### src/rtl/pwm_pkg.sv
// Shared constants and types for the PWM generator and its capture counterpart.
package pwm_pkg;

    localparam int unsigned PwmDivTrig = 12;
    localparam int unsigned PwmCntW    = 10;

    typedef enum logic [1:0] {
        StIdle,
        StHigh,
        StLow
    } cap_state_e;

endpackage

### src/rtl/pwm_capture_if.sv
// Result bundle from the capture block towards the SPI register file.
interface pwm_capture_if #(
    parameter int unsigned CNT_W = pwm_pkg::PwmCntW
);

    logic [CNT_W-1:0] high_o;
    logic [CNT_W-1:0] period_o;
    logic             valid_o;
    logic             stuck_o;
    logic             level_o;

    modport master (
        output high_o,
        output period_o,
        output valid_o,
        output stuck_o,
        output level_o
    );

    modport slave (
        input high_o,
        input period_o,
        input valid_o,
        input stuck_o,
        input level_o
    );

endinterface

### src/rtl/pwm_sync_edge.sv
// Two-flop synchronizer for one asynchronous pin plus a one-clock delayed copy
// used to derive rising and falling edges of the synchronized level.
module pwm_sync_edge (
    input  logic clk,
    input  logic rst,
    input  logic d_i,
    output logic in_s_o,
    output logic rise_o,
    output logic fall_o
);

    logic meta_q, meta_d;
    logic sync_q, sync_d;
    logic prev_q, prev_d;

    always_comb begin
        meta_d = d_i;
        sync_d = meta_q;
        prev_d = sync_q;
    end

    always_ff @(posedge clk) begin
        if (rst) begin
            meta_q <= 1'b0;
            sync_q <= 1'b0;
            prev_q <= 1'b0;
        end else begin
            meta_q <= meta_d;
            sync_q <= sync_d;
            prev_q <= prev_d;
        end
    end

    assign in_s_o = sync_q;
    assign rise_o = sync_q & ~prev_q;
    assign fall_o = ~sync_q & prev_q;

endmodule

### src/rtl/pwm_capture.sv
// Input capture for one of eight PWM pins: measures high time and period in
// prescaler ticks and reports constant pins by timeout.
module pwm_capture
    import pwm_pkg::*;
#(
    parameter int unsigned DIV_TRIG = PwmDivTrig,
    parameter int unsigned CNT_W    = PwmCntW
) (
    input  logic          clk,
    input  logic          rst,
    input  logic          en,
    input  logic [7:0]    pwm_in,
    input  logic [2:0]    sel,
    pwm_capture_if.master res
);

    localparam int unsigned    DivW   = (DIV_TRIG > 0) ? $clog2(DIV_TRIG + 1) : 1;
    localparam logic [DivW-1:0] DivTop = DivW'(DIV_TRIG);
    localparam logic [CNT_W-1:0] CntMax = {CNT_W{1'b1}};

    logic in_s, rise, fall, tick;

    logic [DivW-1:0]  div_q, div_d;
    logic [2:0]       sel_q, sel_d;
    cap_state_e       state_q, state_d;
    logic [CNT_W-1:0] per_q, per_d;
    logic [CNT_W-1:0] high_q, high_d;
    logic [CNT_W-1:0] high_res_q, high_res_d;
    logic [CNT_W-1:0] period_q, period_d;
    logic             valid_q, valid_d;
    logic             stuck_q, stuck_d;
    logic             level_q, level_d;
    logic [CNT_W-1:0] cnt_load;

    pwm_sync_edge u_sync (
        .clk    (clk),
        .rst    (rst),
        .d_i    (pwm_in[sel]),
        .in_s_o (in_s),
        .rise_o (rise),
        .fall_o (fall)
    );

    always_comb begin
        tick     = (div_q == DivTop);
        div_d    = tick ? '0 : div_q + 1'b1;
        sel_d    = sel;
        cnt_load = tick ? CNT_W'(1) : '0;

        state_d    = state_q;
        per_d      = (tick && per_q != CntMax) ? per_q + 1'b1 : per_q;
        high_d     = high_q;
        high_res_d = high_res_q;
        period_d   = period_q;
        valid_d    = 1'b0;
        stuck_d    = stuck_q;
        level_d    = level_q;

        if (tick && in_s && state_q != StIdle && high_q != CntMax) begin
            high_d = high_q + 1'b1;
        end

        if (!en || sel != sel_q) begin
            state_d = StIdle;
            per_d   = '0;
            high_d  = '0;
        end else if (rise) begin
            if (state_q == StLow) begin
                period_d   = per_q;
                high_res_d = high_q;
                stuck_d    = 1'b0;
                valid_d    = 1'b1;
            end
            // The tick coinciding with the rise opens the new period.
            state_d = StHigh;
            per_d   = cnt_load;
            high_d  = cnt_load;
        end else if (tick && per_q == CntMax) begin
            period_d   = '0;
            high_res_d = '0;
            stuck_d    = 1'b1;
            level_d    = in_s;
            valid_d    = 1'b1;
            state_d    = StIdle;
            per_d      = '0;
            high_d     = '0;
        end else if (fall && state_q == StHigh) begin
            state_d = StLow;
        end
    end

    always_ff @(posedge clk) begin
        if (rst) begin
            div_q      <= '0;
            sel_q      <= '0;
            state_q    <= StIdle;
            per_q      <= '0;
            high_q     <= '0;
            high_res_q <= '0;
            period_q   <= '0;
            valid_q    <= 1'b0;
            stuck_q    <= 1'b0;
            level_q    <= 1'b0;
        end else begin
            div_q      <= div_d;
            sel_q      <= sel_d;
            state_q    <= state_d;
            per_q      <= per_d;
            high_q     <= high_d;
            high_res_q <= high_res_d;
            period_q   <= period_d;
            valid_q    <= valid_d;
            stuck_q    <= stuck_d;
            level_q    <= level_d;
        end
    end

    assign res.high_o   = high_res_q;
    assign res.period_o = period_q;
    assign res.valid_o  = valid_q;
    assign res.stuck_o  = stuck_q;
    assign res.level_o  = level_q;

endmodule
### src/flat_wrapper.sv
// flat-port wrapper written by rule: the top's interface ports become plain ports
module pwm_capture_flat import pwm_pkg::*;
#(
    parameter int unsigned DIV_TRIG = PwmDivTrig,
    parameter int unsigned CNT_W    = PwmCntW
)
  (clk, rst, en, pwm_in, sel, res_high_o, res_period_o, res_valid_o, res_stuck_o, res_level_o);
  pwm_capture_if #(.CNT_W(CNT_W)) res_i ();
  input  logic clk;
  input  logic rst;
  input  logic en;
  input  logic [7:0] pwm_in;
  input  logic [2:0] sel;
  output wire logic [$bits(res_i.high_o)-1:0] res_high_o;
  output wire logic [$bits(res_i.period_o)-1:0] res_period_o;
  output wire logic [$bits(res_i.valid_o)-1:0] res_valid_o;
  output wire logic [$bits(res_i.stuck_o)-1:0] res_stuck_o;
  output wire logic [$bits(res_i.level_o)-1:0] res_level_o;
  assign res_high_o = res_i.high_o;
  assign res_period_o = res_i.period_o;
  assign res_valid_o = res_i.valid_o;
  assign res_stuck_o = res_i.stuck_o;
  assign res_level_o = res_i.level_o;
  pwm_capture #(.DIV_TRIG(DIV_TRIG), .CNT_W(CNT_W)) u_core (.clk(clk), .rst(rst), .en(en), .pwm_in(pwm_in), .sel(sel), .res(res_i));
endmodule
### config.mk
export PLATFORM = sky130hd
export DESIGN_NAME = pwm_capture_flat
export DESIGN_NICKNAME = d
export VERILOG_FILES = /design/src/rtl/pwm_pkg.sv /design/src/rtl/pwm_capture_if.sv /design/src/rtl/pwm_sync_edge.sv /design/src/rtl/pwm_capture.sv /design/src/flat_wrapper.sv
export SDC_FILE = /design/constraint.sdc
export NUM_CORES = 1
export LEC_CHECK = 0
export BUFFER_PORTS_ARGS = -buffer_cell sky130_fd_sc_hd__buf_2
export CAP_MARGIN = 40
export CORE_MARGIN = 2
export CORE_UTILIZATION = 45
export DETAILED_ROUTE_END_ITERATION = 12
export GPL_ROUTABILITY_DRIVEN = 0
export GPL_TIMING_DRIVEN = 0
export PLACE_DENSITY = 0.68
export SYNTH_ARGS = -nofsm -noshare
export SYNTH_HDL_FRONTEND = slang
export SYNTH_SLANG_ARGS = --single-unit
### constraint.sdc
create_clock -name clk -period 2.1 [get_ports clk]
set_input_delay 0.21 -clock clk [delete_from_list [all_inputs] [get_ports clk]]
set_output_delay 0.21 -clock clk [all_outputs]
set_load 0.02 [all_outputs]
==> results.py, run 1 <==
metrics = {
    "timing": {
        "min_period_ns": 1.99,
        "rsz0062_at_grt": "false",
        "worstMarginPinSlew_ns": 0.636,
        "setup_viol": 0,
        "fin_crit_sh_pct": 94.6,
        "timing.fmax_ghz": 0.504,
        "hold_viol": 0,
        "fin_worst_skew_ns": 0.00599,
        "slew_viol_final": 0,
        "max-slew-margin-rel_pct": 57.3,
    },
    "layout": {
        "drive_gt1_share_pct": 20.5,
        "register_area_mm2": 0.00110,
        "fin_cells": 426,
        "antenna_cells": 0,
        "multiInputGateArea_mm2": 0.00150,
        "area_growth_pct": 15.0,
        "fillers": 571,
        "layout.nets": 369,
    },
    "synth": {
        "syn_area_per_cell_um2": 8.86,
        "synthTopCellsByArea": "dfxtp_1 (40%), a31oi_1 (4.4%), nand3_1 (4.0%)",
        "yosysWarningCount": 0,
        "synth.distinct_cells": 49,
        "synth_most_common_cell": "dfxtp_1",
        "synth_ff_type": "dfxtp_1",
        "synthArstFlopShare_pct": 0,
        "synth-simple-area-share_pct": 26.9,
        "syn_inst": 308,
        "synth_top_family_by_area": "simple AND/OR/NAND/NOR gates",
        "ys_ff_latch": 55,
        "synth_xor_area_share_pct": 3.21,
        "syn_nets": 326,
        "syn_area_mm2": 0.00273,
        "yosysSeqAreaShare_pct": 40.4,
        "yosys.area.top_type": "dfxtp_1",
        "yosys.area_share.adder_pct": 1.83,
        "synthMuxAreaShare_pct": 3.12,
        "yosys-top-cells-count": "dfxtp_1 (55), nand2_1 (23), nand3_1 (22)",
        "yosys.area.top_type_share_pct": 40.4,
        "synth_compound_area_share_pct": 18.9,
        "synth_edf_count": 0,
    },
    "global_route": {
        "grt_overflow_total": 0,
        "antenna_found_initial": 0,
        "grt_start_max_net_pins": 16,
        "grt_pass1_wl_mm": 10.4,
        "track_usage_pct": 20.0,
        "grt_pass1_vias": 2179,
    },
    "setup_path": {
        "endpoint": "u_core.high_q[8]",
        "reg2reg_from": "u_core.div_q[0]",
        "critPathArrivalTime_ns": 2.20,
        "cp_max_fo": 10,
        "critPathLaunch": "u_core.div_q[0]",
        "critical_path_class": "reg -> reg",
        "worstPathRequired_ns": 2.32,
        "r2r-end": "u_core.high_q[8]",
        "cp-end-kind": "flop",
        "reg2reg_depth": 7,
        "worst_setup_path_start_kind": "flop",
        "r2r_slack_ns": 0.11,
    },
    "clock_network": {
        "cts_root_buf": "clkbuf_8",
        "htree_num_levels": 2,
        "clkTransAtPathRegs_ns": 0.09,
        "cts_tree": "done",
        "numCtsBuffers": 5,
        "clock_latency_ns": 0.30,
        "cts.sinks": 55,
        "clk_path_buf_depth": 2,
    },
    "floorplanning": {
        "die_h_um": 81.9,
        "dieArea_mm2": 0.00670,
        "core_area_mm2": 0.00589,
        "start_util_pct": 46.3,
        "row_count": 28,
        "fp.dieW_um": 81.9,
        "pin_count": 37,
    },
    "routing": {
        "vias": 2466,
        "wl_mm": 6.39,
        "first_pass_iters": 4,
        "vias_per_cell": 5.79,
        "drt_iter0_drc": 156,
        "wire_per_inst_um": 15.0,
        "remaining_drc_errors": 0,
        "detail-route-antenna-nets": 0,
    },
    "power_and_ir_drop": {
        "ir_drop_mv": 0.415,
        "p_leak_uw": 0.00103,
        "powerDensity_mw_per_mm2": 671,
        "p_total_uw": 2100,
    },
    "status": {
        "outcome": "completed",
    },
    "job": {
        "cap_violations": 0,
    },
    "place": {
        "dp_hpwl_mm": 4.63,
        "place_inst": 419,
        "portBuffers": 36,
    },
    "hold_path": {
        "worstHoldPathType": "in -> reg",
    },
}
-- worst min-delay path by stage --
stage | endpoint | slack [ns] | depth (start not counted) | from
floorplan | u_core.sel_q[0] | 0.34 | 1 | sel[0]
global placement | u_core.u_sync.in_s_o | 0.43 | 1 | u_core.u_sync.meta_q
detailed placement | u_core.u_sync.in_s_o | 0.44 | 1 | u_core.u_sync.meta_q
CTS | u_core.sel_q[1] | 0.16 | 2 | sel[1]
global route | u_core.sel_q[1] | 0.18 | 2 | sel[1]
finish | u_core.sel_q[1] | 0.17 | 2 | sel[1]
-- layout make-up --
class | count | share of cell area (%)
Buffer | 22 | 3.39
Timing Repair Buffer | 36 | 5.75
Inverter | 13 | 1.56
Tap cell | 75 | 2.99
Clock inverter | 1 | 0.958
Multi-Input combinational cell | 218 | 47.9
Sequential cell | 55 | 35.2
Clock buffer | 6 | 2.31
-- layout by cell type (no fill, tap or decap), drive strengths merged, types with 11 or more instances in the layout --
| master | count |
|---|---|
| a31oi | 19 |
| buf | 46 |
| clkbuf | 18 |
| dfxtp | 55 |
| inv | 13 |
| nand2 | 24 |
| nand3 | 24 |
| nor2 | 15 |
| nor3 | 11 |
| o211ai | 13 |
-- registers in the layout, indices dropped and copies added, names as in the netlist, 2 cells and up --
name	flops
u_core.per_q	10
u_core.state_q	2
u_core.res.high_o	10
u_core.res.period_o	10
u_core.high_q	10
u_core.div_q	4
u_core.sel_q	3
-- stage by stage --
step / area, um2 / utilization, % / hold WS [ns] / TNS, ns / setup WS, ns
4_1_cts: 3110 / 52.8 / 0.162 / 0 / 0.00494
3_5_place_dp: 3000 / 51.0 / 0.435 / -0.0604 / -0.0465
5_1_grt: 3140 / 53.3 / 0.180 / 0 / 0.00672
6_report: 3140 / 53.3 / 0.167 / 0 / 0.114
2_1_floorplan: 2730 / - / 0.338 / 0 / 0.266
3_3_place_gp: 3000 / 51.0 / 0.429 / -0.247 / -0.0767
-- cell families (layout without fill, tap and decap cells) --
group,after synthesis,after routing
simple gates,131,131
fa+ha+maj,4,4
buf+inv,35,78
compound gates,67,67
mux,6,6
xor+xnor,10,10
flops,55,55
-- timing repair --
item,CTS,global route
setup endpoints to repair,10,29
hold buffers,0,0
gates cloned,0,0
gates resized for setup,1,5
buffers inserted,0,0
-- metal layers --
layer / track usage [%] / share of wire, % / vias up / wire length, um
li1: - / - / 1238 / -
met1: 26.9 / 48 / 1166 / 3050
met2: 32.1 / 47 / 53 / 2980
met3: 4.29 / 4.2 / 9 / 267
met4: 5.83 / 1.3 / 0 / 81
met5: 0 / 0 / - / 0
-- report_power, final --
part	switching [uW]	total (uW)	internal, uW	leakage, uW
registers	41.8	1140	1100	0.000449
clock network	323	673	350	0.0000513
logic	170	285	115	0.000532
total	535	2100	1570	0.00103
-- critical path, cell delays in order, from the launching register on --
cell      delay [ns]
dfxtp_1         0.40
inv_1           0.06
ha_2            0.22
nand4_4         0.14
nor4_2          0.07
or4_1           0.59
buf_2           0.23
a211oi_1        0.18
No activity file was read; power rests on OpenSTA's default activity.
==> inputs of run 2 (changes only) <==
--- a/config.mk
+++ b/config.mk
@@ -8,11 +8,12 @@
 export BUFFER_PORTS_ARGS = -buffer_cell sky130_fd_sc_hd__buf_2
 export CAP_MARGIN = 40
 export CORE_MARGIN = 2
-export CORE_UTILIZATION = 45
+export CORE_UTILIZATION = 50
 export DETAILED_ROUTE_END_ITERATION = 12
 export GPL_ROUTABILITY_DRIVEN = 0
 export GPL_TIMING_DRIVEN = 0
-export PLACE_DENSITY = 0.68
+export PLACE_DENSITY = 0.74
 export SYNTH_ARGS = -nofsm -noshare
 export SYNTH_HDL_FRONTEND = slang
+export SYNTH_HIERARCHICAL = 1
 export SYNTH_SLANG_ARGS = --single-unit
==> run 2 against run 1 <==
- die area shrank 9.4%
- sequential power shrank 7%
- flip-flop and latch count unchanged
- worst hold slack worse by 0.068 ns
- sequential share of layout area decreased by 0.56 points
- final cell count fell by 1.2%
- core utilization is 8.4 points higher
- wire length is 6.1% higher
- via count grew 5.5%
- largest power group unchanged
- setup slack got worse by 0.080 ns
- highest routed layer unchanged
- total power decreased by 15%
- non-clock buffer count grew 7
==> results.py, run 2 <==
metrics = {
    "setup_path": {
        "critical_path_class": "reg -> reg",
        "critPathArrivalTime_ns": 2.32,
        "crit_chain": "inv_2 > ha_4 > nand3_4 > buf_4 > or4_4 > or4_4 > a21oi_2",
        "cp_max_fo": 5,
        "worst_setup_path_start_kind": "flop",
        "worstPathRequired_ns": 2.35,
        "slowest_delay_ns": 0.57,
        "critPathSlowestCell": "or4_4",
        "cp-end-kind": "flop",
        "worst_path_most_repeated_cell": "or4_4",
    },
    "floorplanning": {
        "core_area_mm2": 0.00520,
        "fp.dieW_um": 77.9,
        "row_count": 26,
        "dieArea_mm2": 0.00607,
        "start_util_pct": 52.5,
        "die_h_um": 77.9,
        "pin_count": 37,
    },
    "synth": {
        "yosys.area.top_type_share_pct": 40.3,
        "yosys-top-cells-count": "dfxtp_1 (55), a41oi_1 (40), o21ai_0 (24)",
        "syn_inst": 305,
        "synth_most_common_cell": "dfxtp_1",
        "yosysWarningCount": 6,
        "yosys.area.top_type": "dfxtp_1",
        "synth.distinct_cells": 46,
        "syn_nets": 323,
        "syn_area_mm2": 0.00273,
        "synth_ff_type": "dfxtp_1",
        "synthTopCellsByArea": "dfxtp_1 (40%), a41oi_1 (13%), nand2b_1 (5.0%)",
        "ys_ff_latch": 55,
        "synthArstFlopShare_pct": 0,
        "yosysSeqAreaShare_pct": 40.3,
        "synth_edf_count": 0,
        "syn_area_per_cell_um2": 8.96,
    },
    "job": {
        "cap_violations": 0,
    },
    "layout": {
        "layout.nets": 370,
        "multiInputGateArea_mm2": 0.00155,
        "final_common_cell": "dfxtp_1",
        "mostFrequentLayoutCells": "dfxtp_1 (50), a41oi_1 (40), buf_2 (37), o21ai_0 (24), nand2b_1 (22)",
        "fillers": 453,
        "final_area_mm2": 0.00321,
        "antenna_cells": 0,
        "drive_gt1_share_pct": 21.7,
        "area_growth_pct": 17.4,
        "fin_cells": 421,
        "register_area_mm2": 0.00111,
        "utilization_pct": 61.6,
    },
    "power_and_ir_drop": {
        "pwr-share-clk_pct": 31.4,
        "p_int_uw": 1330,
        "p_comb_share_pct": 9.0,
        "switchingPower_uw": 448,
        "p_leak_uw": 0.00105,
        "seqPwrFrac_pct": 59.6,
        "switching_share_pct": 25.1,
        "ir_drop_mv": 0.376,
        "powerDensity_mw_per_mm2": 556,
    },
    "global_route": {
        "grt_start_max_net_pins": 15,
        "grt_pass1_wl_mm": 10.7,
        "grt_pass1_vias": 2241,
        "antenna_found_initial": 0,
        "grt_overflow_total": 0,
        "track_usage_pct": 21.9,
    },
    "routing": {
        "first_pass_iters": 5,
        "wl_mm": 6.78,
        "vias": 2602,
        "remaining_drc_errors": 0,
        "wire_per_inst_um": 16.1,
        "vias_per_cell": 6.18,
        "drt_iter0_drc": 198,
        "detail-route-antenna-nets": 0,
    },
    "timing": {
        "timing.fmax_ghz": 0.484,
        "slew_viol_final": 0,
        "hold_viol": 0,
        "worst_hold_slack_ns": 0.0991,
        "min_period_ns": 2.07,
        "fin_worst_skew_ns": 0.00550,
        "fin_crit_sh_pct": 98.4,
        "max-slew-margin-rel_pct": 61.1,
        "setup_viol": 0,
        "worstMarginPinSlew_ns": 0.581,
    },
    "clock_network": {
        "clock_latency_ns": 0.31,
        "clk_path_buf_depth": 2,
        "clkTransAtPathRegs_ns": 0.09,
        "htree_num_levels": 2,
        "cts.sinks": 55,
        "numCtsBuffers": 5,
        "cts_root_buf": "clkbuf_8",
        "cts_tree": "done",
        "hold_buffers": 0,
    },
    "hold_path": {
        "worstHoldPathType": "in -> reg",
    },
    "status": {
        "outcome": "completed",
    },
    "place": {
        "portBuffers": 36,
        "place_inst": 411,
        "dp_hpwl_mm": 4.63,
        "postPlaceCellArea_mm2": 0.00300,
    },
}
-- run 2: changes by cell type after synthesis, sizes merged, moves of 10 or more --
| cell | delta |
|---|---|
| a31oi | -17 |
| a41oi | +40 |
| clkbuf | +10 |
| nand2 | -11 |
| nand2b | +19 |
| nand3 | -16 |
| o211ai | -13 |
| o21ai | +20 |
-- run 2: metrics by stage --
stage	setup WS (ns)	setup TNS, ns	power, uW
after detailed placement	-0.109	-2.50	1230
after global placement	-0.0501	-1.03	1230
after floorplan	0.206	0	1190
final	0.0344	0	1780
after CTS	0.00125	0	1780
after global routing	-0.0167	-0.0689	1840
-- run 2: per-layer routing --
metal  track usage [%]  up-vias  wire, um
met2              32.8       84      3140
met3              3.49        8       367
li1                  -     1252         -
met5                 0        -         0
met1              32.0     1258      3210
met4              7.37        0        60
-- run 2: logic make-up (layout without fill, tap and decap cells) --
kind of cell | Yosys count | count (layout) | share of synthesized area, %
compound gates | 95 | 95 | 24.6
xor+xnor | 12 | 12 | 3.85
fa+ha+maj | 4 | 4 | 1.83
buf+inv | 32 | 78 | 4.72
flops | 55 | 55 | 40.3
mux | 4 | 4 | 2.43
simple gates | 103 | 103 | 22.3
-- run 2: layout make-up --
class | count | area share [%]
repair buffers | 40 | 7.10
well taps | 70 | 2.73
clock buffers | 6 | 2.26
plain buffers | 25 | 4.10
flip-flops and latches | 55 | 34.6
multi-input cells | 218 | 48.4
inverters | 7 | 0.819
-- run 2: path summary, 6_finish.rpt --
check | start | cells after the start | slack, ns | end
max | u_core/div_q[0] | 7 | 0.03 | u_core/high_q[7]
min | rst | 2 | 0.1 | u_core/u_sync/meta_q
max reg2reg | u_core/div_q[0] | 7 | 0.03 | u_core/high_q[7]
min reg2reg | u_core/u_sync/meta_q | 1 | 0.45 | u_core/u_sync/in_s_o
-- run 2: power by group through the flow --
stage | Clock [uW] | Combinational [uW] | Sequential [uW]
floorplan | 0 | 102 | 1080
global placement | 0 | 145 | 1090
detailed placement | 0 | 147 | 1090
CTS | 561 | 151 | 1060
global route | 603 | 173 | 1060
finish | 559 | 161 | 1060
-- run 2: critical path, delay by kind of cell (launching register included) --
family / cells / cell delay, ns
simple gates: 3 / 1.10
flops: 1 / 0.35
buf+inv: 2 / 0.25
fa+ha+maj: 1 / 0.17
compound gates: 1 / 0.14
-- run 2: what timing repair did --
item	in CTS	in global routing
gates resized for setup	9	20
setup buffers	0	3
pin swaps	0	1
gates cloned	0	1
endpoints found under the setup margin	31	37
==> inputs of run 3 (changes only) <==
--- a/config.mk
+++ b/config.mk
@@ -5,6 +5,7 @@
 export SDC_FILE = /design/constraint.sdc
 export NUM_CORES = 1
 export LEC_CHECK = 0
+export ABC_AREA = 1
 export BUFFER_PORTS_ARGS = -buffer_cell sky130_fd_sc_hd__buf_2
 export CAP_MARGIN = 40
 export CORE_MARGIN = 2
==> run 3 against run 2 <==
- sequential share of layout area grew 0.85 points
- setup slack better by 0.29 ns
- worst hold slack better by 0.062 ns
- flip-flop and latch count is the same
- final cell count is 22% higher
- non-clock buffer count fell by 19
- sequential power is essentially flat
- count of clock-buffer cells in the layout did not move
- register-to-register slack improved by 0.29 ns
- design area fell by 3.2%
==> results.py, run 3 <==
metrics = {
    "global_route": {
        "grt_pass1_vias": 2272,
        "grt.busiest_layer": "met2",
        "antenna_found_initial": 0,
        "grt.met3_usage_pct": 3.79,
        "use_met1_pct": 25.8,
        "grt_overflow_total": 0,
        "track_usage_pct": 19.9,
        "grtUsageMet2_pct": 33.4,
        "grt_start_max_net_pins": 15,
        "grt_pass1_wl_mm": 9.80,
    },
    "layout": {
        "mostFrequentLayoutCells": "nand2_1 (85), nor2_1 (79), dfxtp_1 (55), inv_1 (53), buf_2 (39)",
        "drive_gt1_share_pct": 19.8,
        "area_growth_pct": 12.4,
        "layout.nets": 459,
        "utilization_pct": 57.5,
        "fillers": 555,
        "fin_cells": 512,
        "antenna_cells": 0,
        "final_common_cell": "nand2_1",
    },
    "clock_network": {
        "clkTransAtPathRegs_ns": 0.09,
        "clk_path_buf_depth": 2,
        "cts_root_buf": "clkbuf_8",
        "post_cts_buffers": 0,
        "clock_latency_ns": 0.30,
        "hold_buffers": 0,
        "cts.sinks": 55,
        "post_cts_resized": 0,
        "numCtsBuffers": 5,
        "htree_num_levels": 2,
        "cts_tree": "done",
    },
    "setup_path": {
        "cp-end-kind": "flop",
        "worst_setup_path_start_kind": "flop",
        "critPathSlowestCell": "dfxtp_1",
        "crit_chain": "ha_1 > inv_1 > nor2_2 > nand3_1 > nand2_1 > nand3_1 > a21oi_1 > nor2_1",
        "critical_path_class": "reg -> reg",
        "critPathArrivalTime_ns": 1.98,
        "worstPathRequired_ns": 2.30,
        "cpLargestDelayFamily": "simple AND/OR/NAND/NOR gates",
        "crit_buf_inv": 1,
        "cp_max_fo": 7,
        "slowest_delay_ns": 0.42,
        "worst_path_most_repeated_cell": "nand3_1",
    },
    "timing": {
        "hold_viol": 0,
        "fin_crit_sh_pct": 84.6,
        "min_period_ns": 1.78,
        "max-slew-margin-rel_pct": 70.8,
        "fin_worst_skew_ns": 0.00563,
        "setup_viol": 0,
        "timing.fmax_ghz": 0.563,
        "setup_tns_ns": 0,
        "worst_hold_slack_ns": 0.161,
        "rsz0062_at_grt": "false",
        "layout_setup_ws_ns": 0.324,
        "worstMarginPinSlew_ns": 0.439,
        "slew_viol_final": 0,
    },
    "routing": {
        "remaining_drc_errors": 0,
        "vias_per_cell": 4.80,
        "vias": 2456,
        "first_pass_iters": 4,
        "wl_mm": 5.58,
        "wire_per_inst_um": 10.9,
        "drt_iter0_drc": 151,
        "detail-route-antenna-nets": 0,
    },
    "synth": {
        "syn_nets": 416,
        "synth.distinct_cells": 31,
        "yosys-top-cells-count": "nand2_1 (85), nor2_1 (79), dfxtp_1 (55)",
        "synthTopCellsByArea": "dfxtp_1 (40%), nand2_1 (12%), nor2_1 (11%)",
        "yosysSeqAreaShare_pct": 39.8,
        "synth_most_common_cell": "nand2_1",
        "ys_ff_latch": 55,
        "synth_ff_type": "dfxtp_1",
        "yosysWarningCount": 6,
        "synthArstFlopShare_pct": 0,
        "syn_area_mm2": 0.00276,
        "syn_inst": 398,
        "yosys.area.top_type": "dfxtp_1",
        "syn_area_per_cell_um2": 6.94,
        "yosys.area.top_type_share_pct": 39.8,
        "synth_edf_count": 0,
    },
    "place": {
        "portBuffers": 36,
        "dp_worst_setup_slack_ns": 0.344,
        "place_inst": 506,
        "dp_hpwl_mm": 4.25,
    },
    "floorplanning": {
        "row_count": 27,
        "pin_count": 37,
        "fp.dieW_um": 78.4,
        "start_util_pct": 51.1,
        "core_area_mm2": 0.00541,
        "dieArea_mm2": 0.00614,
        "die_h_um": 78.4,
    },
    "hold_path": {
        "worstHoldPathType": "in -> reg",
    },
    "status": {
        "outcome": "completed",
    },
    "power_and_ir_drop": {
        "ir_drop_mv": 0.297,
        "p_leak_uw": 0.00147,
        "powerDensity_mw_per_mm2": 566,
    },
    "job": {
        "cap_violations": 0,
    },
}
## run 3: cell types whose count changed in the layout (fill, tap and decap cells not counted), moves of 11 or more
| cell | before | now |
|---|---|---|
| inv_1 | 4 | 53 |
| o21ai_0 | 24 | 13 |
| nand2_2 | 0 | 13 |
| nor2_1 | 14 | 79 |
| clkbuf_1 | 19 | 3 |
| nand2b_1 | 22 | 0 |
| nand3_1 | 6 | 26 |
| a41oi_1 | 40 | 0 |
| nand2_1 | 13 | 85 |
## run 3: cell type report
| class | count | area (um2) | area share [%] |
|---|---|---|---|
| Sequential cell | 55 | 1100 | 35.4 |
| Tap cell | 72 | 90.1 | 2.90 |
| Multi-Input combinational cell | 276 | 1360 | 43.8 |
| Timing Repair Buffer | 36 | 180 | 5.80 |
| Buffer | 10 | 88.8 | 2.86 |
| Inverter | 57 | 214 | 6.89 |
| Clock buffer | 6 | 72.6 | 2.34 |
## run 3: cell families (layout without fill, tap and decap cells)
kind of cell | after synthesis | count (layout) | share of synthesized area, %
simple gates | 223 | 223 | 36.0
buf+inv | 67 | 109 | 11.0
flops | 55 | 55 | 39.8
compound gates | 42 | 42 | 9.14
xor+xnor | 7 | 7 | 2.22
fa+ha+maj | 4 | 4 | 1.81
## run 3: path summary, 6_finish.rpt
path / start / to / slack (ns) / cells after the start
worst max-delay path: u_core/high_q[1] / u_core/high_q[4] / 0.32 / 8
worst min-delay path: sel[2] / u_core/sel_q[2] / 0.16 / 3
worst max register to register: u_core/high_q[1] / u_core/high_q[4] / 0.32 / 8
worst min register to register: u_core/u_sync/meta_q / u_core/u_sync/in_s_o / 0.41 / 2
## run 3: power breakdown
part	total, uW	switching (uW)	internal, uW
Clock	543	319	224
Sequential	1070	9.61	1060
Combinational	150	95.4	54.2
Total	1760	424	1330
## run 3: worst min-delay path: stages
cell,delay (ns)
buf_2,0.12
inv_1,0.06
nor2_1,0.04
## run 3: stage by stage
stage / total power (uW) / area [um2]
after floorplan: 1200 / 2760
after global placement: 1240 / 3030
after detailed placement: 1240 / 3030
after CTS: 1780 / 3110
after global routing: 1840 / 3110
final: 1760 / 3110
## run 3: layer usage
metal / vias to the layer above / part of all wire (%)
met2: 60 / 46
li1: 1311 / -
met4: 0 / 1.0
met3: 5 / 5.1
met1: 1080 / 48
met5: - / 0
